### config.mk
export PLATFORM = sky130hd
export DESIGN_NAME = mem_access_arbiter
export DESIGN_NICKNAME = d
export VERILOG_FILES = /design/src/rtl/mem_arb_pkg.sv /design/src/rtl/mem_arb_rd_tag_pipe.sv /design/src/rtl/mem_access_arbiter.sv
export SDC_FILE = /design/constraint.sdc
export NUM_CORES = 1
export LEC_CHECK = 0
export CORE_AREA = 3 3 140 142
export CTS_BUF_LIST = sky130_fd_sc_hd__clkbuf_4 sky130_fd_sc_hd__clkbuf_8 sky130_fd_sc_hd__clkbuf_16
export DETAILED_ROUTE_END_ITERATION = 8
export DIE_AREA = 0 0 143 145
export RECOVER_POWER = 100
export SLEW_MARGIN = 10
export SYNTH_ARGS = -nofsm -noshare
export SYNTH_HDL_FRONTEND = slang
export SYNTH_SLANG_ARGS = --single-unit
export TNS_END_PERCENT = 30
### constraint.sdc
create_clock -name CLK -period 4.5 [get_ports CLK]
set_input_delay 0.45 -clock CLK [delete_from_list [all_inputs] [get_ports CLK]]
set_output_delay 0.45 -clock CLK [all_outputs]
set_load 0.01 [all_outputs]
### src/rtl/mem_arb_pkg.sv
// Shared types and constants for the memory access arbiter.
//   MEM_ADDR_W / MEM_DATA_W : default memory word-address and data widths
//   arb_state_t             : arbiter FSM states (IDLE, OWN0, OWN1)
//   mem_req_t               : one requester's memory beat fields
//   rd_tag_t                : read-return tag {v, id} carried through the read-latency pipe
package mem_arb_pkg;

    localparam int MEM_ADDR_W = 17;
    localparam int MEM_DATA_W = 32;

    typedef enum logic [1:0] {
        IDLE = 2'd0,
        OWN0 = 2'd1,
        OWN1 = 2'd2
    } arb_state_t;

    typedef struct packed {
        logic [MEM_ADDR_W-1:0] a;
        logic                  we;
        logic [MEM_DATA_W-1:0] wdv;
        logic [MEM_DATA_W-1:0] wds;
        logic [1:0]            pos;
        logic                  e;
        logic                  s;
    } mem_req_t;

    typedef struct packed {
        logic v;
        logic id;
    } rd_tag_t;

endpackage

### src/rtl/mem_arb_rd_tag_pipe.sv
// Read-return tag delay line. Every cycle one tag is pushed (v=1 for an accepted read,
// v=0 otherwise); the tail emerges RD_LAT cycles later, aligned with the memory read data.
// Ports:
//   clk  : clock, rising edge
//   rst  : synchronous active-high clear of all in-flight tags
//   push : tag entering the pipe this cycle
//   tail : tag leaving the pipe (matches current MEM_RD)
module mem_arb_rd_tag_pipe
    import mem_arb_pkg::*;
#(
    parameter int RD_LAT = 1
) (
    input  logic    clk,
    input  logic    rst,
    input  rd_tag_t push,
    output rd_tag_t tail
);

    rd_tag_t tag_p [RD_LAT];

    // Stage boundary: tag_p[0] is the beat accepted at the last edge, tag_p[RD_LAT-1] the oldest.
    always_ff @(posedge clk) begin
        if (rst) begin
            for (int i = 0; i < RD_LAT; i++) begin
                tag_p[i] <= '0;
            end
        end else begin
            tag_p[0] <= push;
            for (int i = 1; i < RD_LAT; i++) begin
                tag_p[i] <= tag_p[i-1];
            end
        end
    end

    assign tail = tag_p[RD_LAT-1];

endmodule

### src/rtl/mem_access_arbiter.sv
// Two-requester arbiter in front of the single-port MEMORY block.
// R0 = core load/store unit, R1 = host/DMA image loader. Per-cycle arbitration, locked
// bursts of up to MAX_BURST beats, and read data routed back to the issuing requester.
// Build option: define ARB_FIXED_PRIO_EN to make idle ties always go to R0 (round-robin
// pointer ignored); default is round-robin tie-break.
// Ports:
//   CLK, RST                   clock / synchronous active-high reset
//   Rn_REQ, Rn_LOCK            beat request / burst ownership request (n = 0,1)
//   Rn_A, Rn_WE, Rn_WDV, Rn_WDS, Rn_POS, Rn_E, Rn_S   beat fields, held until Rn_GNT
//   Rn_GNT                     beat accepted at this edge (combinational)
//   Rn_RVALID, Rn_RD           read-return pulse and data (Rn_RD = MEM_RD)
//   MEM_A .. MEM_S             muxed beat to MEMORY (all zero when nothing granted)
//   MEM_RD                     MEMORY read data
module mem_access_arbiter
    import mem_arb_pkg::*;
#(
    parameter int ADDR_W    = MEM_ADDR_W,
    parameter int DATA_W    = MEM_DATA_W,
    parameter int RD_LAT    = 1,
    parameter int MAX_BURST = 8
) (
    input  logic              CLK,
    input  logic              RST,

    input  logic              R0_REQ,
    input  logic              R0_LOCK,
    input  logic [ADDR_W-1:0] R0_A,
    input  logic              R0_WE,
    input  logic [DATA_W-1:0] R0_WDV,
    input  logic [DATA_W-1:0] R0_WDS,
    input  logic [1:0]        R0_POS,
    input  logic              R0_E,
    input  logic              R0_S,
    output logic              R0_GNT,
    output logic              R0_RVALID,
    output logic [DATA_W-1:0] R0_RD,

    input  logic              R1_REQ,
    input  logic              R1_LOCK,
    input  logic [ADDR_W-1:0] R1_A,
    input  logic              R1_WE,
    input  logic [DATA_W-1:0] R1_WDV,
    input  logic [DATA_W-1:0] R1_WDS,
    input  logic [1:0]        R1_POS,
    input  logic              R1_E,
    input  logic              R1_S,
    output logic              R1_GNT,
    output logic              R1_RVALID,
    output logic [DATA_W-1:0] R1_RD,

    output logic [ADDR_W-1:0] MEM_A,
    output logic [DATA_W-1:0] MEM_WDV,
    output logic [DATA_W-1:0] MEM_WDS,
    output logic [1:0]        MEM_POS,
    output logic              MEM_WE,
    output logic              MEM_E,
    output logic              MEM_S,
    input  logic [DATA_W-1:0] MEM_RD
);

    localparam int               CNT_W    = $clog2(MAX_BURST + 1);
    localparam logic [CNT_W-1:0] CNT_MAX  = CNT_W'(MAX_BURST);
    localparam logic [CNT_W-1:0] CNT_ONE  = CNT_W'(1);
    localparam bit               BURST_EN = (MAX_BURST > 1);

    arb_state_t       state, state_nxt;
    logic             last, last_nxt;
    logic [CNT_W-1:0] burst_cnt, burst_cnt_nxt;
    logic [CNT_W-1:0] cnt_inc;
    logic             gnt0, gnt1;
    rd_tag_t          tag_push, tag_tail;

    assign cnt_inc = burst_cnt + CNT_ONE;

    // Grant decision; reset suppresses every grant.
    always_comb begin
        gnt0 = 1'b0;
        gnt1 = 1'b0;
        if (!RST) begin
            unique case (state)
                IDLE: begin
                    if (R0_REQ && R1_REQ) begin
`ifdef ARB_FIXED_PRIO_EN
                        gnt0 = 1'b1;
`else
                        // Tie goes to whoever was not served last.
                        gnt0 = last;
                        gnt1 = ~last;
`endif
                    end else begin
                        gnt0 = R0_REQ;
                        gnt1 = R1_REQ;
                    end
                end
                OWN0:    gnt0 = R0_REQ;
                OWN1:    gnt1 = R1_REQ;
                default: ;
            endcase
        end
    end

    // Next state: burst entry, counting and exit. Leaving a burst records the owner
    // as last so the other requester wins the following tie.
    always_comb begin
        state_nxt     = state;
        last_nxt      = last;
        burst_cnt_nxt = burst_cnt;
        unique case (state)
            IDLE: begin
                if (gnt0) begin
                    last_nxt = 1'b0;
                    if (R0_LOCK && BURST_EN) begin
                        state_nxt     = OWN0;
                        burst_cnt_nxt = CNT_ONE;
                    end
                end else if (gnt1) begin
                    last_nxt = 1'b1;
                    if (R1_LOCK && BURST_EN) begin
                        state_nxt     = OWN1;
                        burst_cnt_nxt = CNT_ONE;
                    end
                end
            end
            OWN0: begin
                last_nxt = 1'b0;
                if (!R0_REQ || !R0_LOCK || cnt_inc == CNT_MAX) begin
                    state_nxt     = IDLE;
                    burst_cnt_nxt = '0;
                end else begin
                    burst_cnt_nxt = cnt_inc;
                end
            end
            OWN1: begin
                last_nxt = 1'b1;
                if (!R1_REQ || !R1_LOCK || cnt_inc == CNT_MAX) begin
                    state_nxt     = IDLE;
                    burst_cnt_nxt = '0;
                end else begin
                    burst_cnt_nxt = cnt_inc;
                end
            end
            default: begin
                state_nxt     = IDLE;
                burst_cnt_nxt = '0;
            end
        endcase
    end

    always_ff @(posedge CLK) begin
        if (RST) begin
            state     <= IDLE;
            last      <= 1'b1;
            burst_cnt <= '0;
        end else begin
            state     <= state_nxt;
            last      <= last_nxt;
            burst_cnt <= burst_cnt_nxt;
        end
    end

    // Memory-side mux; idle bus is driven to zero.
    always_comb begin
        MEM_A   = '0;
        MEM_WDV = '0;
        MEM_WDS = '0;
        MEM_POS = '0;
        MEM_WE  = 1'b0;
        MEM_E   = 1'b0;
        MEM_S   = 1'b0;
        if (gnt0) begin
            MEM_A   = R0_A;
            MEM_WDV = R0_WDV;
            MEM_WDS = R0_WDS;
            MEM_POS = R0_POS;
            MEM_WE  = R0_WE;
            MEM_E   = R0_E;
            MEM_S   = R0_S;
        end else if (gnt1) begin
            MEM_A   = R1_A;
            MEM_WDV = R1_WDV;
            MEM_WDS = R1_WDS;
            MEM_POS = R1_POS;
            MEM_WE  = R1_WE;
            MEM_E   = R1_E;
            MEM_S   = R1_S;
        end
    end

    assign R0_GNT = gnt0;
    assign R1_GNT = gnt1;

    assign tag_push.v  = (gnt0 & ~R0_WE) | (gnt1 & ~R1_WE);
    assign tag_push.id = gnt1;

    mem_arb_rd_tag_pipe #(
        .RD_LAT (RD_LAT)
    ) u_rd_tag_pipe (
        .clk  (CLK),
        .rst  (RST),
        .push (tag_push),
        .tail (tag_tail)
    );

    // Reads still in flight while reset is asserted are dropped, including the one at the tail.
    assign R0_RVALID = tag_tail.v & ~tag_tail.id & ~RST;
    assign R1_RVALID = tag_tail.v &  tag_tail.id & ~RST;
    assign R0_RD     = MEM_RD;
    assign R1_RD     = MEM_RD;

endmodule
==> results.yml, run 1 <==
timing:
  slew_viol_final: 0
  fmax_ghz: 0.266
  post-route-period-util_pct: 83.6
  setup_viol: 0
  finClkSkew_ns: 0.00424
  worst_pin_slew_ns: 0.878
  slew_headroom_pct: 41.5
  fin_tns_setup_ns: 0
  hold_viol_final: 0
  rsz0062_at_grt: "no"
  min_period_ns: 3.76
cts:
  cts_buffers: 3
  clock-sinks: 9
  clkLatencyLatePin_ns: 0.24
  cts_tree: "built"
  cts_hold_buf: 0
  clockBufferDepth: 2
  htree_levels: 1
  clk_pin_slew_ns: 0.04
  post_cts_buffers: 0
  cts_resized: 0
  root_buffer: "clkbuf_16"
final_layout:
  final_cells: 670
  stdcell_area_um2: 4430
  seq_area_um2: 180
  fill_cells: 1974
  drive_gt1_share_pct: 2.75
  area_growth_pct: 124
  multiInputGateArea_um2: 1140
  fin_nets: 652
  num_antenna_cells: 0
global_route:
  antenna_found_initial: 0
  grt_usage_pct: 9.08
  grt_pass1_wl_mm: 15.4
  grt_overflow: 0
  grt_max_degree: 47
  grt_pass1_vias: 2628
floorplanning:
  die_x_um: 143
  die_y_um: 145
  io_pins: 364
  dieArea_um2: 20700
  num_rows: 50
  core-area_um2: 18600
  initial_utilization_pct: 10.6
synth:
  async_flop_share_pct: 0
  synth.top_cell.area_share_pct: 38.2
  synth-main-ff-cell: "dfxtp_1"
  syn_nets: 460
  synthAdderAreaFrac_pct: 3.17
  synth.mux.area_fraction_pct: 1.01
  synth-compound-area-share_pct: 45.6
  synthSimpleGateAreaFrac_pct: 8.31
  netlist_instances: 245
  syn_area_um2: 1970
  synth_top_family_by_area: "compound AO/OA/AOI/OAI gates"
  yosysSeqAreaShare_pct: 9.13
  yosys_warnings: 0
  syn_area_per_cell_um2: 8.05
  synth_area_leaders: "a22o_1 38%, buf_4 25%, dfxtp_1 9.1%"
  ys_types: 37
  synth_top_area_cell: "a22o_1"
  ys_ff_latch: 9
  synth_xor_area_share_pct: 0
  synth_edf_count: 0
power_and_ir_drop:
  ir_drop_v: 0.000126
  power_density_nw_per_um2: 286
  leakagePower_uw: 0.00176
drt:
  via_count: 2552
  wirelength_mm: 10.2
  first_pass_iters: 4
  ant_nets: 0
  drc: 0
  viasPerCell: 3.81
  wl_per_cell_um: 15.2
  drt_iter0_markers: 87
place:
  portBuffers: 267
  dp_hpwl_mm: 8.36
  dp.cells: 666
  place.gp.congestion: 0.804
  dpl_cell_area_um2: 4360
setup_path:
  crit_arrival_ns: 3.31
  worstSetupPathType: "reg2out"
  worstPathRequired_ns: 4.05
  crit_path_start_kind: "flip-flop"
  crit_chain: "inv_1, ha_1, a21boi_0, o21ai_0, nor2_4, clkbuf_2, a22o_1, clkdlybuf4s50_1"
  crit_fanout: 42
  crit_path_max_incr_delay_ns: 0.68
  slowest_stage: "o21ai_0"
  end_kind: "output port"
job:
  drv_cap: 0
hold_path:
  min_path_type: "reg2reg"
outcome:
  status: "complete, no violations"
cell usage in the layout, fill, tap and decap left out, types with 3 or more instances in the layout:
| cell type | n |
|---|---|
| nor3_1 | 3 |
| a22o_1 | 86 |
| clkbuf_16 | 3 |
| dfxtp_1 | 9 |
| o21ai_0 | 3 |
| clkdlybuf4s50_1 | 220 |
| buf_4 | 4 |
| nor2_1 | 4 |
| a31oi_1 | 3 |
| ha_1 | 5 |
| a21oi_1 | 6 |
| nand2_1 | 6 |
| inv_1 | 5 |
| dlygate4sd3_1 | 47 |
| nand3_1 | 3 |
| nand2b_1 | 4 |
cell families (layout without fill, tap and decap cells):
family                   count (synthesis)  after routing
AND/OR/NAND/NOR                         30             30
multiplexers                             2              2
AO/OA/AOI/OAI                          107            107
adder cells (fa/ha/maj)                  5              5
flip-flops                               9              9
buffers and inverters                   92            283
worst max-delay path: cells and delay by family (launching register included):
kind / cells / cell delay (ns)
buf+inv: 3 / 1.10
simple gates: 1 / 0.03
flops: 1 / 0.38
compound gates: 3 / 1.22
fa+ha+maj: 1 / 0.32
Yosys cell counts, types with 2 or more instances:
master    count
nor2_1        4
dfxtp_1       9
a31oi_1       2
clkbuf_1      3
nor3_1        3
o21ai_2       2
ha_1          5
mux2i_1       2
o22ai_1       2
inv_1         5
buf_6         5
and3_1        2
nand2_1       6
nand2b_1      4
a21oi_1       6
nand3_1       3
nor3b_1       2
a22o_1       86
buf_2        11
buf_4        66
where the power goes:
part           internal [µW]  leakage (µW)  switching (µW)  total [µW]
Combinational            563       0.00164             421         984
Sequential               100     0.0000737            19.3         119
Clock                    118     0.0000409            43.8         161
metal layers:
metal	up-vias	GRT usage, %	routed length (µm)
met4	0	2.00	174
li1	1249	-	-
met1	1135	11.4	4180
met2	143	15.2	4970
met5	-	0	0
met3	25	2.83	855
registers in the layout, indices dropped and copies added, names as in the netlist:
signal and count:
u_rd_tag_pipe.tag_p 2, last 1, burst_cnt 4, state 2
through the flow:
| stage | setup slack (ns) | total power (µW) | utilization [%] | hold WS [ns] |
|---|---|---|---|---|
| global route | 0.437 | 1350 | 23.8 | 0.540 |
| CTS | 0.924 | 1320 | 23.9 | 0.499 |
| floorplan | 2.26 | 674 | - | 0.465 |
| global placement | 0.955 | 1160 | 23.5 | 0.494 |
| finish | 0.736 | 1260 | 23.8 | 0.497 |
| detailed placement | 0.947 | 1150 | 23.5 | 0.494 |
layout make-up:
type	instances	area share [%]
well taps	234	6.61
multi-input cells	144	25.7
inverters	7	0.650
repair buffers	272	61.2
clock inverters	1	0.113
flip-flops and latches	9	4.07
clock buffers	3	1.70
worst paths after layout:
check / cells after the start / end / start / slack (ns)
worst max-delay path: 8 / MEM_WDV[3] / state[0] / 0.74
worst min-delay path: 2 / burst_cnt[3] / burst_cnt[3] / 0.50
worst max register to register: 8 / state[0] / state[0] / 1.77
worst min register to register: 2 / burst_cnt[3] / burst_cnt[3] / 0.50
Note: power is estimated with default switching activity, not from simulation.
==> run 2: changes to the inputs <==
CORE_AREA = 3 3 141 143   (was 3 3 140 142)
DIE_AREA = 0 0 144 146   (was 0 0 143 145)
clock period = 3.1 ns   (was 4.5 ns; I/O delays follow)
==> results.yml, run 2 (synthesis gave the netlist of run 1 again) <==
outcome:
  status: "complete, no violations"
global_route:
  use_met2_pct: 15.3
  grt_pass1_vias: 2604
  grt.met3_usage_pct: 2.79
  met1_usage_pct: 11.2
  grt-busiest-layer: "met2"
  grt_usage_pct: 9.02
  antenna_found_initial: 1
  grt_pass1_wl_mm: 15.3
  grt_overflow: 0
  grt_max_degree: 48
power_and_ir_drop:
  leakagePower_uw: 0.00168
  power_density_nw_per_um2: 431
  ir_drop_v: 0.000169
timing:
  hold_viol_final: 0
  fin_ws_ns: 0.173
  fin_tns_setup_ns: 0
  min_period_ns: 2.93
  fmax_ghz: 0.342
  finClkSkew_ns: 0.00343
  post-route-period-util_pct: 94.4
  slew_viol_final: 0
  rsz0062_at_grt: "no"
  worst_pin_slew_ns: 0.455
  setup_viol: 0
  slew_headroom_pct: 69.3
place:
  dp.cells: 668
  dp_hpwl_mm: 8.57
  place.gp.congestion: 0.782
  portBuffers: 267
  pre_cts_ws_ns: 0.275
  dpl_cell_area_um2: 4430
cts:
  cts_tree: "built"
  root_buffer: "clkbuf_16"
  htree_levels: 1
  clock-sinks: 9
  clkLatencyLatePin_ns: 0.24
  clockBufferDepth: 2
  clk_pin_slew_ns: 0.04
  post_cts_buffers: 0
  cts_buffers: 3
setup_path:
  crit_path_start_kind: "flip-flop"
  end_kind: "output port"
  crit_arrival_ns: 2.62
  slowest_stage: "dlygate4sd3_1"
  cp.depth: 9
  worstSetupPathType: "reg2out"
  crit_chain: "inv_1, ha_2, nor2_1, or3_1, inv_4, nor2_4, buf_12, a22o_1, dlygate4sd3_1"
  critPathTopFamily: "buffers and inverters"
  startpoint: "state[0]"
  crit_path_max_incr_delay_ns: 0.60
  crit_buf_inv: 4
  ff2ff_path_depth: 9
  worstPathRequired_ns: 2.79
  r2r-start: "state[0]"
  r2r_slack_ns: 0.71
  endpoint: "MEM_WDV[29]"
  crit_fanout: 39
  timing.rr.end: "state[1]"
final_layout:
  final_cells: 672
  num_antenna_cells: 0
  largest_reg_flops: 4
  fin_nets: 654
  final_common_cell: "clkdlybuf4s50_1"
  area_growth_pct: 128
  drive_gt1_share_pct: 3.65
  fill_cells: 2012
  reg_top3: "burst_cnt (4), state (2), u_rd_tag_pipe.tag_p (2)"
  stdcell_area_um2: 4500
  top_register: "burst_cnt"
  final_cell_mix: "259 x clkdlybuf4s50_1, 86 x a22o_1, 9 x dfxtp_1, 8 x dlygate4sd3_1"
drt:
  via_count: 2522
  wl_per_cell_um: 15.5
  wirelength_mm: 10.4
  drc: 0
  ant_nets: 0
  viasPerCell: 3.75
  first_pass_iters: 4
  drt_iter0_markers: 99
floorplanning:
  initial_utilization_pct: 10.5
  core-area_um2: 18700
  num_rows: 50
  io_pins: 364
  die_x_um: 144
  dieArea_um2: 21000
  die_y_um: 146
job:
  drv_cap: 0
hold_path:
  min_path_type: "reg2reg"
[run 2: cell count changes in the layout (fill, tap and decap cells not counted), sizes merged]
cell           previous run  this run
buf                       4         6
clkbuf                    4         5
clkdlybuf4s50           220       259
clkinv                    2         0
dlygate4sd3              47         8
inv                       6         7
[run 2: how the worst min path moves through the flow]
stage / slack [ns] / start / cells after the start / end
after floorplan: 0.40 / R1_WE / 1 / u_rd_tag_pipe.tag_p[0][1]
after global placement: 0.49 / burst_cnt[3] / 2 / burst_cnt[3]
after detailed placement: 0.50 / burst_cnt[3] / 2 / burst_cnt[3]
after CTS: 0.51 / burst_cnt[3] / 2 / burst_cnt[3]
after global routing: 0.54 / state[1] / 2 / state[1]
final: 0.50 / burst_cnt[3] / 2 / burst_cnt[3]
[run 2: per-stage QoR]
stage               total power [µW]  util [%]  hold WS (ns)
detailed placement              1720      23.7         0.500
finish                          1940      24.1         0.504
CTS                             1980      24.1         0.505
floorplan                        978         -         0.404
global placement                1730      23.7         0.494
global route                    2070      24.1         0.535
[run 2: tightest hold or removal path: cells and delay by family (launching register included)]
family,cells,cell delay (ns)
flip-flops,1,0.32
AND/OR/NAND/NOR,1,0.07
AO/OA/AOI/OAI,1,0.06
[run 2: power breakdown]
group	internal, µW	switching (µW)
registers	145	28.6
clock network	181	59.6
logic	899	626
[run 2: repair_timing]
item / in CTS / in global routing
gates resized for setup: 0 / 2
setup endpoints to repair: 0 / 4
hold buffers: 0 / 0
[run 2: area by class of cell]
| class | count | area (µm²) | area share, % |
|---|---|---|---|
| repair buffers | 274 | 2770 | 61.6 |
| multi-input cells | 144 | 1140 | 25.4 |
| well taps | 234 | 293 | 6.51 |
| flip-flops and latches | 9 | 180 | 4.00 |
| clock buffers | 4 | 82.6 | 1.83 |
| inverters | 7 | 28.8 | 0.639 |
[run 2: layer usage]
metal,up-vias,part of all wire (%)
met5,-,0.067
met4,2,1.3
met3,25,8.8
met2,142,49
met1,1097,40
li1,1256,-
==> run 3: changes to the inputs <==
RECOVER_POWER = unset   (was 100)
SLEW_MARGIN = unset   (was 10)
==> results.yml, run 3 (synthesis gave the netlist of run 1 again) <==
floorplanning:
  die_y_um: 146
  num_rows: 50
  dieArea_um2: 21000
  die_x_um: 144
  core-area_um2: 18700
  io_pins: 364
  initial_utilization_pct: 10.5
final_layout:
  top_register: "burst_cnt"
  area_growth_pct: 129
  num_antenna_cells: 0
  final_cell_mix: "267 x clkdlybuf4s50_1, 86 x a22o_1, 9 x dfxtp_1, 6 x nand2_1, 6 x a21oi_1"
  fin_nets: 654
  largest_reg_flops: 4
  final_common_cell: "clkdlybuf4s50_1"
  drive_gt1_share_pct: 4.79
  final_cells: 672
  reg_top3: "burst_cnt (4), state (2), u_rd_tag_pipe.tag_p (2)"
cts:
  cts_buffers: 3
  clkLatencyLatePin_ns: 0.24
  cts_resized: 0
  post_cts_buffers: 0
  clk_pin_slew_ns: 0.04
  root_buffer: "clkbuf_16"
  clock-sinks: 9
  cts_tree: "built"
  htree_levels: 1
  cts_hold_buf: 0
  clockBufferDepth: 2
hold_path:
  min_path_type: "reg2reg"
  min_from: "burst_cnt[3]"
  worstHoldEndpoint: "burst_cnt[3]"
  hold_path_depth: 2
timing:
  slew_viol_final: 0
  fin_tns_setup_ns: 0
  setup_viol: 0
  hold_viol_final: 0
  worst_pin_slew_ns: 0.514
  fin_ws_ns: 0.179
  rsz0062_at_grt: "no"
  fmax_ghz: 0.342
  finClkSkew_ns: 0.00342
  min_period_ns: 2.92
  slew_headroom_pct: 65.6
  post-route-period-util_pct: 94.2
power_and_ir_drop:
  ir_drop_v: 0.000174
  power_density_nw_per_um2: 435
  leakagePower_uw: 0.00166
place:
  portBuffers: 267
  pre_cts_ws_ns: 0.275
  dp_hpwl_mm: 8.57
  place.gp.congestion: 0.782
  dp.cells: 668
setup_path:
  crit_chain: "inv_1, ha_1, nor3b_2, or3_1, inv_4, nor2_4, buf_12, a22o_1, clkdlybuf4s50_1"
  critPathTopFamily: "buffers and inverters"
  r2r-start: "state[0]"
  crit_fanout: 47
  timing.rr.end: "state[1]"
  ff2ff_path_depth: 8
  crit_buf_inv: 4
  crit_arrival_ns: 2.61
  worstSetupPathType: "reg2out"
  slowest_stage: "clkdlybuf4s50_1"
  end_kind: "output port"
  crit_path_start_kind: "flip-flop"
  worstPathRequired_ns: 2.79
  r2r_slack_ns: 1.11
  crit_path_max_incr_delay_ns: 0.56
global_route:
  grt_usage_pct: 9.02
  grt_max_degree: 48
  grt_pass1_wl_mm: 15.3
  grt_pass1_vias: 2604
  grt_overflow: 0
  antenna_found_initial: 1
drt:
  first_pass_iters: 4
  drc: 0
  via_count: 2519
  wirelength_mm: 10.4
  ant_nets: 0
  drt_iter0_markers: 98
  wl_per_cell_um: 15.5
  viasPerCell: 3.75
outcome:
  status: "complete, no violations"
job:
  drv_cap: 0
[run 3: changes by cell type in the layout (fill, tap and decap cells not counted), sizes merged]
cell and delta:
clkdlybuf4s50 +8, dlygate4sd3 -8, buf +1, clkbuf -1
[run 3: tightest hold or removal path, delay by kind of cell, from the launching register on]
kind | cells | cell delay [ns]
simple gates | 1 | 0.07
compound gates | 1 | 0.06
flops | 1 | 0.32
[run 3: layout make-up]
type | count | area (µm²)
repair buffers | 274 | 2780
flip-flops and latches | 9 | 180
fillers | 2009 | 14200
well taps | 234 | 293
clock buffers | 4 | 82.6
multi-input cells | 144 | 1160
inverters | 7 | 28.8
[run 3: worst max path at each step]
| stage | startpoint | end | slack (ns) | cells after the start |
|---|---|---|---|---|
| after detailed placement | R1_REQ | MEM_WDS[15] | 0.28 | 8 |
| after CTS | state[0] | MEM_WDV[2] | 0.14 | 8 |
| after global routing | state[0] | MEM_WDV[2] | 0.06 | 8 |
| after global placement | R1_REQ | MEM_WDV[2] | 0.25 | 8 |
| final | state[1] | MEM_WDS[15] | 0.18 | 9 |
| after floorplan | state[0] | MEM_A[0] | 1.0 | 11 |
[run 3: where the power goes]
group	internal [µW]	total, µW	switching (µW)
Sequential	145	174	28.5
Clock	181	240	59.4
Combinational	915	1550	636
[run 3: metrics by stage]
stage | hold WS (ns) | cell area, µm² | utilization, % | power, µW
2_1_floorplan | 0.404 | 1970 | - | 978
3_3_place_gp | 0.494 | 4430 | 23.7 | 1730
3_5_place_dp | 0.500 | 4430 | 23.7 | 1720
4_1_cts | 0.505 | 4510 | 24.1 | 1980
5_1_grt | 0.535 | 4520 | 24.2 | 2100
6_report | 0.504 | 4520 | 24.2 | 1960
[run 3: layer usage]
layer	GRT usage, %	vias up	part of all wire [%]
met3	2.79	25	8.8
met2	15.3	142	49
li1	-	1255	-
met4	1.69	2	1.3
met5	0	-	0.067
met1	11.2	1095	40
==> edit 1: new RTL, flow settings as in run 2 <==
The option `ARB_FIXED_PRIO_EN` is turned on by a define.
--- a/src/rtl/mem_access_arbiter.sv
+++ b/src/rtl/mem_access_arbiter.sv
@@ -12,4 +12,6 @@
 //   MEM_A .. MEM_S             muxed beat to MEMORY (all zero when nothing granted)
 //   MEM_RD                     MEMORY read data
+`define ARB_FIXED_PRIO_EN
+
 module mem_access_arbiter
     import mem_arb_pkg::*;
Check against the original RTL: not equivalent (a bounded check fails within 4 cycles, from zero or initial values and one cycle with RST high).
==> edit 1 against run 2 <==
Maximum frequency is 3.1% higher. Worst setup slack gained 0.087 ns. Synthesized cell count fell by 8.6%. Clock skew decreased by 0.0028 ns. Count of clock-buffer cells in the layout is 1 lower. Cell count shrank 3.7%. Sequential cell count down 1. Critical path depth is 3 lower. Final area shrank 3.6%. Hold slack got worse by 0.0095 ns. Routed wire length decreased by 12%. Synthesized area down 6.8%.
Power is not compared: it rests on default switching activity, and its combinational part moved more than twofold at a synthesized area within 25%.
==> edit 1: results (changes against run 2) <==
* Maximum fanout along the worst path at 88 (+130%)
* Seq/Total Area, Yosys at 8.707% (-0.42 points)
* Hold Worst Slack at 0.4940 ns (-0.009497 ns)
* Synthesized netlist net count at 435 (-5.4%)
* Highest ir drop seen on vdd at 0.1018 mV
* Number of buffers created by CTS at 3 (unchanged)
* Sum of net half-perimeters after detailed placement at 7651 um (-11%)
* Synth Area per Inst at 8.211 um2 (+2.0%)
* Antenna violations before repair at 0 (-1)
* End of the worst register-to-register path: burst_cnt[2]$_SDFFE_PP0P_
* Via count of the first global-routing pass at 2367 (-9.1%)
* Number of library cell types mapped by synthesis at 32 (-14%)
* R2r worst-path depth at 3 (-6)
* Clock-pin slew reported for the worst setup and hold paths after clock tree synthesis at 0.04 ns (about the same)
* Post-route clock skew at 0.0006070 ns (-0.002821 ns)
* Wire length per cell after detailed routing at 14.09 um (-8.9%)
* Ratio of cells with drive above 1 in the final layout at 3.148% (-0.51 points)
* Commonest cells in the synthesized netlist: sky130_fd_sc_hd__a22o_1 (87), sky130_fd_sc_hd__buf_4 (68), sky130_fd_sc_hd__buf_2 (8), sky130_fd_sc_hd__dfxtp_1 (8), sky130_fd_sc_hd__clkbuf_1 (6)
* CP Launch Point: R0_REQ
* Count of routing violations after the opening detailed-route iteration at 154 (+56%)
* Ranking of synthesized cells by area: sky130_fd_sc_hd__a22o_1 (41%), sky130_fd_sc_hd__buf_4 (28%), sky130_fd_sc_hd__dfxtp_1 (8.7%)
* Average vias per placed instance at 3.844 (+2.4%)
* Critical R2R Launch: state[0]$_SDFFE_PP0P_
* Synthesis-to-finish area growth at 135.8%
* Worst setup endpoint: MEM_WDS[3]
* Critical path start-end classification: primary input to output port
* Number of non-filler instances in the completed layout at 647 (-3.7%)
* Net count reported at finish at 626 (-4.3%)
* Delay of the slowest critical-path stage at 0.61 ns
* Setup slack, reg-to-reg at 1.51 ns (+0.80 ns)
* Wire length of the first global-routing pass at 12650 um (-17%)
* Worst slack at placement at 0.3552 ns (+0.08020 ns)
* DP Area at 4268 um2 (-3.6%)
* Pin count of the biggest net entering global routing at 89 (+85%)
* Global-route usage over all layers at 7.428% (-1.6 points)
* Number of hold violations in the final report at 0 (unchanged)
* Worst max-slew margin expressed relative to the limit at 32.19% (-37 points)
* Layout filler cell count at 2041 (+1.4%)
* Final weighted congestion in routability-driven placement at 0.7750 (-0.87%)
* Static leakage power at 0.001792 uW
* Arrival time reported for the critical path endpoint at 2.53 ns (-0.09 ns)
* Outcome: finished, final reports clean
* Hold Crit Depth at 2 (unchanged)
* Post-layout min period at 2.840 ns (-0.08670 ns)
* Worst Hold End: burst_cnt[3]$_SDFFE_PP0P_
* Placed cells at 644 (-3.6%)
==> edit 1: cell families after synthesis <==
| family | share of synthesized area (%) |
|---|---|
| compound gates | 47.55 |
| xor+xnor | 0.4763 |
| fa+ha+maj | 0.6802 |
| buf+inv | 33.40 |
| flops | 8.707 |
| simple gates | 9.183 |
==> edit 1: routing by layer <==
metal  up-vias  GRT usage [%]  share of wire, %
li1       1180              -                 -
met1      1075          8.021                36
met2       203          12.92                46
met3        29          2.990                15
met4         0          2.731               2.9
met5         -              0                 0
==> edit 1: final cells by class <==
class                      instances  area share [%]
clock buffer                       3           1.731
inverter                           2          0.1731
multi-input combinational        129           24.47
sequential                         8           3.693
tap                              234           6.751
timing repair buffer             271           63.19
==> edit 1: power groups by stage <==
| stage | clock [uW] | combinational [uW] | sequential, uW |
|---|---|---|---|
| finish | 214 | 521 | 112 |
| CTS | 217 | 559 | 112 |
| global placement | 0 | 557 | 114 |
| floorplan | 0 | 252 | 112 |
| global route | 221 | 559 | 113 |
| detailed placement | 0 | 557 | 114 |
==> edit 2: new RTL, settings of run 2 <==
Made on the original files. Reset style: asynchronous (`RST` and `rst`), changed in 2 clocked blocks. Comments in the files are not updated.
--- a/src/rtl/mem_arb_rd_tag_pipe.sv
+++ b/src/rtl/mem_arb_rd_tag_pipe.sv
@@ -20,5 +20,5 @@
 
     // Stage boundary: tag_p[0] is the beat accepted at the last edge, tag_p[RD_LAT-1] the oldest.
-    always_ff @(posedge clk) begin
+    always_ff @(posedge clk or posedge rst) begin
         if (rst) begin
             for (int i = 0; i < RD_LAT; i++) begin
--- a/src/rtl/mem_access_arbiter.sv
+++ b/src/rtl/mem_access_arbiter.sv
@@ -147,5 +147,5 @@
     end
 
-    always_ff @(posedge CLK) begin
+    always_ff @(posedge CLK or posedge RST) begin
         if (RST) begin
             state     <= IDLE;
Formal check against the unedited RTL: no difference found for any inputs over 10 cycles, from zero or initial values and one cycle with RST high; that may be too few to reach the edited logic, so the function may still have changed.
==> edit 2 against run 2 <==
Final area increased by 4.7%. Synthesized area increased by 5.8%. Sequential power increased by 9%. Worst setup slack got worse by 0.024 ns. Total power increased by 13%. Global-route usage increased by 0.88 points. Sequential cell count unchanged. Routed wire length increased by 9.4%. Critical endpoint is now MEM_WDV[4].
==> edit 2: results (changes against run 2) <==
* Outcome: finished, final reports clean
* Post-route clock skew at 0.002861 ns (-0.0005676 ns)
* Global-route usage over all layers at 9.902% (+0.88 points)
* Standard cell with the maximum stage delay on the critical path: sky130_fd_sc_hd__clkdlybuf4s50_1
* WL final at 11370 um (+9.4%)
* Worst slack at placement at 0.1160 ns (-0.1590 ns)
* Antenna violations before repair at 0 (-1)
* Hold Crit Depth at 1 (-1)
* Number of library cell types mapped by synthesis at 42 (+14%)
* Commonest register cell after synthesis: sky130_fd_sc_hd__dfrtp_1
* Count of routing violations after the opening detailed-route iteration at 76 (-23%)
* Hold path startpoint: last$_DFFE_PP1P_
* Wire length of the first global-routing pass at 16260 um (+6.2%)
* Final worst path period share at 95.19% (+0.79 points)
* Sum of net half-perimeters after detailed placement at 9583 um (+12%)
* Yosys warnings at 0 (unchanged)
* Critical R2R Launch: state[0]$_DFFE_PP0P_
* Hold Worst Slack at 0.5653 ns (+0.06178 ns)
* End of the worst register-to-register path: state[1]$_DFFE_PP0P_
* Ranking of synthesized cells by area: sky130_fd_sc_hd__a22o_1 (36%), sky130_fd_sc_hd__buf_4 (23%), sky130_fd_sc_hd__dfrtp_1 (9.6%)
* Commonest cells in the synthesized netlist: sky130_fd_sc_hd__a22o_1 (86), sky130_fd_sc_hd__buf_4 (64), sky130_fd_sc_hd__buf_2 (10), sky130_fd_sc_hd__o211ai_1 (9), sky130_fd_sc_hd__dfrtp_1 (8)
* Setup slack, reg-to-reg at 1.10 ns (+0.39 ns)
* Highest ir drop seen on vdd at 0.1679 mV (-0.93%)
* Worst max-slew margin expressed relative to the limit at 49.77% (-20 points)
* Pin count of the biggest net entering global routing at 56 (+17%)
* Placed cells at 682 (+2.1%)
* Clock root cell: sky130_fd_sc_hd__clkbuf_16
* Delay of the slowest critical-path stage at 0.56 ns (-0.04 ns)
* Register with the most flip-flops: burst_cnt
* Final weighted congestion in routability-driven placement at 0.7562 (-3.3%)
* Number of non-filler instances in the completed layout at 687 (+2.2%)
* Synthesized netlist net count at 465 (+1.1%)
* Arrival time reported for the critical path endpoint at 2.64 ns (+0.02 ns)
* Maximum fanout along the worst path at 55 (+41%)
* Ratio of cells with drive above 1 in the final layout at 5.519% (+1.9 points)
* DP Area at 4619 um2 (+4.3%)
* Static leakage power at 0.001779 uW (+6.0%)
* H-tree depth reported by CTS at 1 (unchanged)
* Worst Hold End: last$_DFFE_PP1P_
* Layout filler cell count at 1989 (-1.1%)
* Share of synthesized registers carrying an async set or reset at 100.0% (+100 points)
* Seq/Total Area, Yosys at 10.85% (+1.7 points)
* Net count reported at finish at 669 (+2.3%)
* R2r worst-path depth at 6 (-3)
* Cell count after synthesis at 250 (+2.0%)
* Antenna Cells at 0 (unchanged)
* Vias post-DR at 2757 (+9.3%)
-- edit 2: cell count changes after synthesis, sizes merged, moves of 3 or more --
cell,before,now
nand2,6,0
nor3,3,0
dfrtp,0,8
dfxtp,9,0
o211ai,1,9
a21oi,6,2
and2,0,3
-- edit 2: how the worst max path moves through the flow --
stage,start,end,cells past startpoint
6_report,state[1]$_DFFE_PP0P_,MEM_WDV[4],8
3_5_place_dp,R1_REQ,MEM_WDV[26],9
3_3_place_gp,R1_REQ,MEM_WDV[26],9
5_1_grt,state[1]$_DFFE_PP0P_,MEM_WDV[26],10
4_1_cts,state[1]$_DFFE_PP0P_,MEM_WDV[26],10
2_1_floorplan,state[1]$_DFFE_PP0P_,MEM_A[0],10
-- edit 2: where the power goes --
part	leakage (uW)	internal [uW]	total, uW	switching, uW
sequential	0.000119	154	190	36.5
clock	0.0000416	181	239	58.4
combinational	0.00162	1030	1760	731
total	0.00178	1370	2190	826
-- edit 2: layer usage --
layer | part of all wire, % | global-route usage (%) | up-vias
met3 | 10 | 3.319 | 36
met5 | 0 | 0 | -
met1 | 36 | 10.50 | 1233
met4 | 2.7 | 2.966 | 0
li1 | - | - | 1314
met2 | 51 | 18.25 | 174
-- edit 2: repair_timing --
action                                 CTS  global route
setup endpoints to repair                3            38
resized for setup                        0             4
buffers inserted                         0             1
endpoints found under the hold margin    0             0
pin swaps                                1             1
-- edit 2: metrics by stage --
stage / power (uW) / util (%)
2_1_floorplan: 1070 / -
3_3_place_gp: 1955 / 24.70
3_5_place_dp: 1953 / 24.70
4_1_cts: 2208 / 25.14
5_1_grt: 2344 / 25.20
6_report: 2192 / 25.20
-- edit 2: cell type report --
type / count / area (um2) / share of cell area, %
Timing Repair Buffer: 283 / 2844 / 60.34
Multi-Input combinational cell: 150 / 1236 / 26.23
Tap cell: 234 / 292.8 / 6.212
Sequential cell: 9 / 226.5 / 4.805
Clock buffer: 4 / 82.58 / 1.752
Inverter: 7 / 31.28 / 0.6637
-- edit 2: kinds of logic (layout without fill, tap and decap cells) --
logic type,count (synthesis),after routing,share of synthesized area [%]
compound gates,115,115,46.22
simple gates,30,30,9.054
buf+inv,91,294,30.87
fa+ha+maj,5,5,2.998
flops,9,9,10.85
-- edit 2: critical path, delay by kind of cell (launching register included) --
family / cells / cell delay (ns)
buffers and inverters: 4 / 0.98
flip-flops: 1 / 0.41
AND/OR/NAND/NOR: 2 / 0.47
AO/OA/AOI/OAI: 1 / 0.25
adder cells (fa/ha/maj): 1 / 0.24
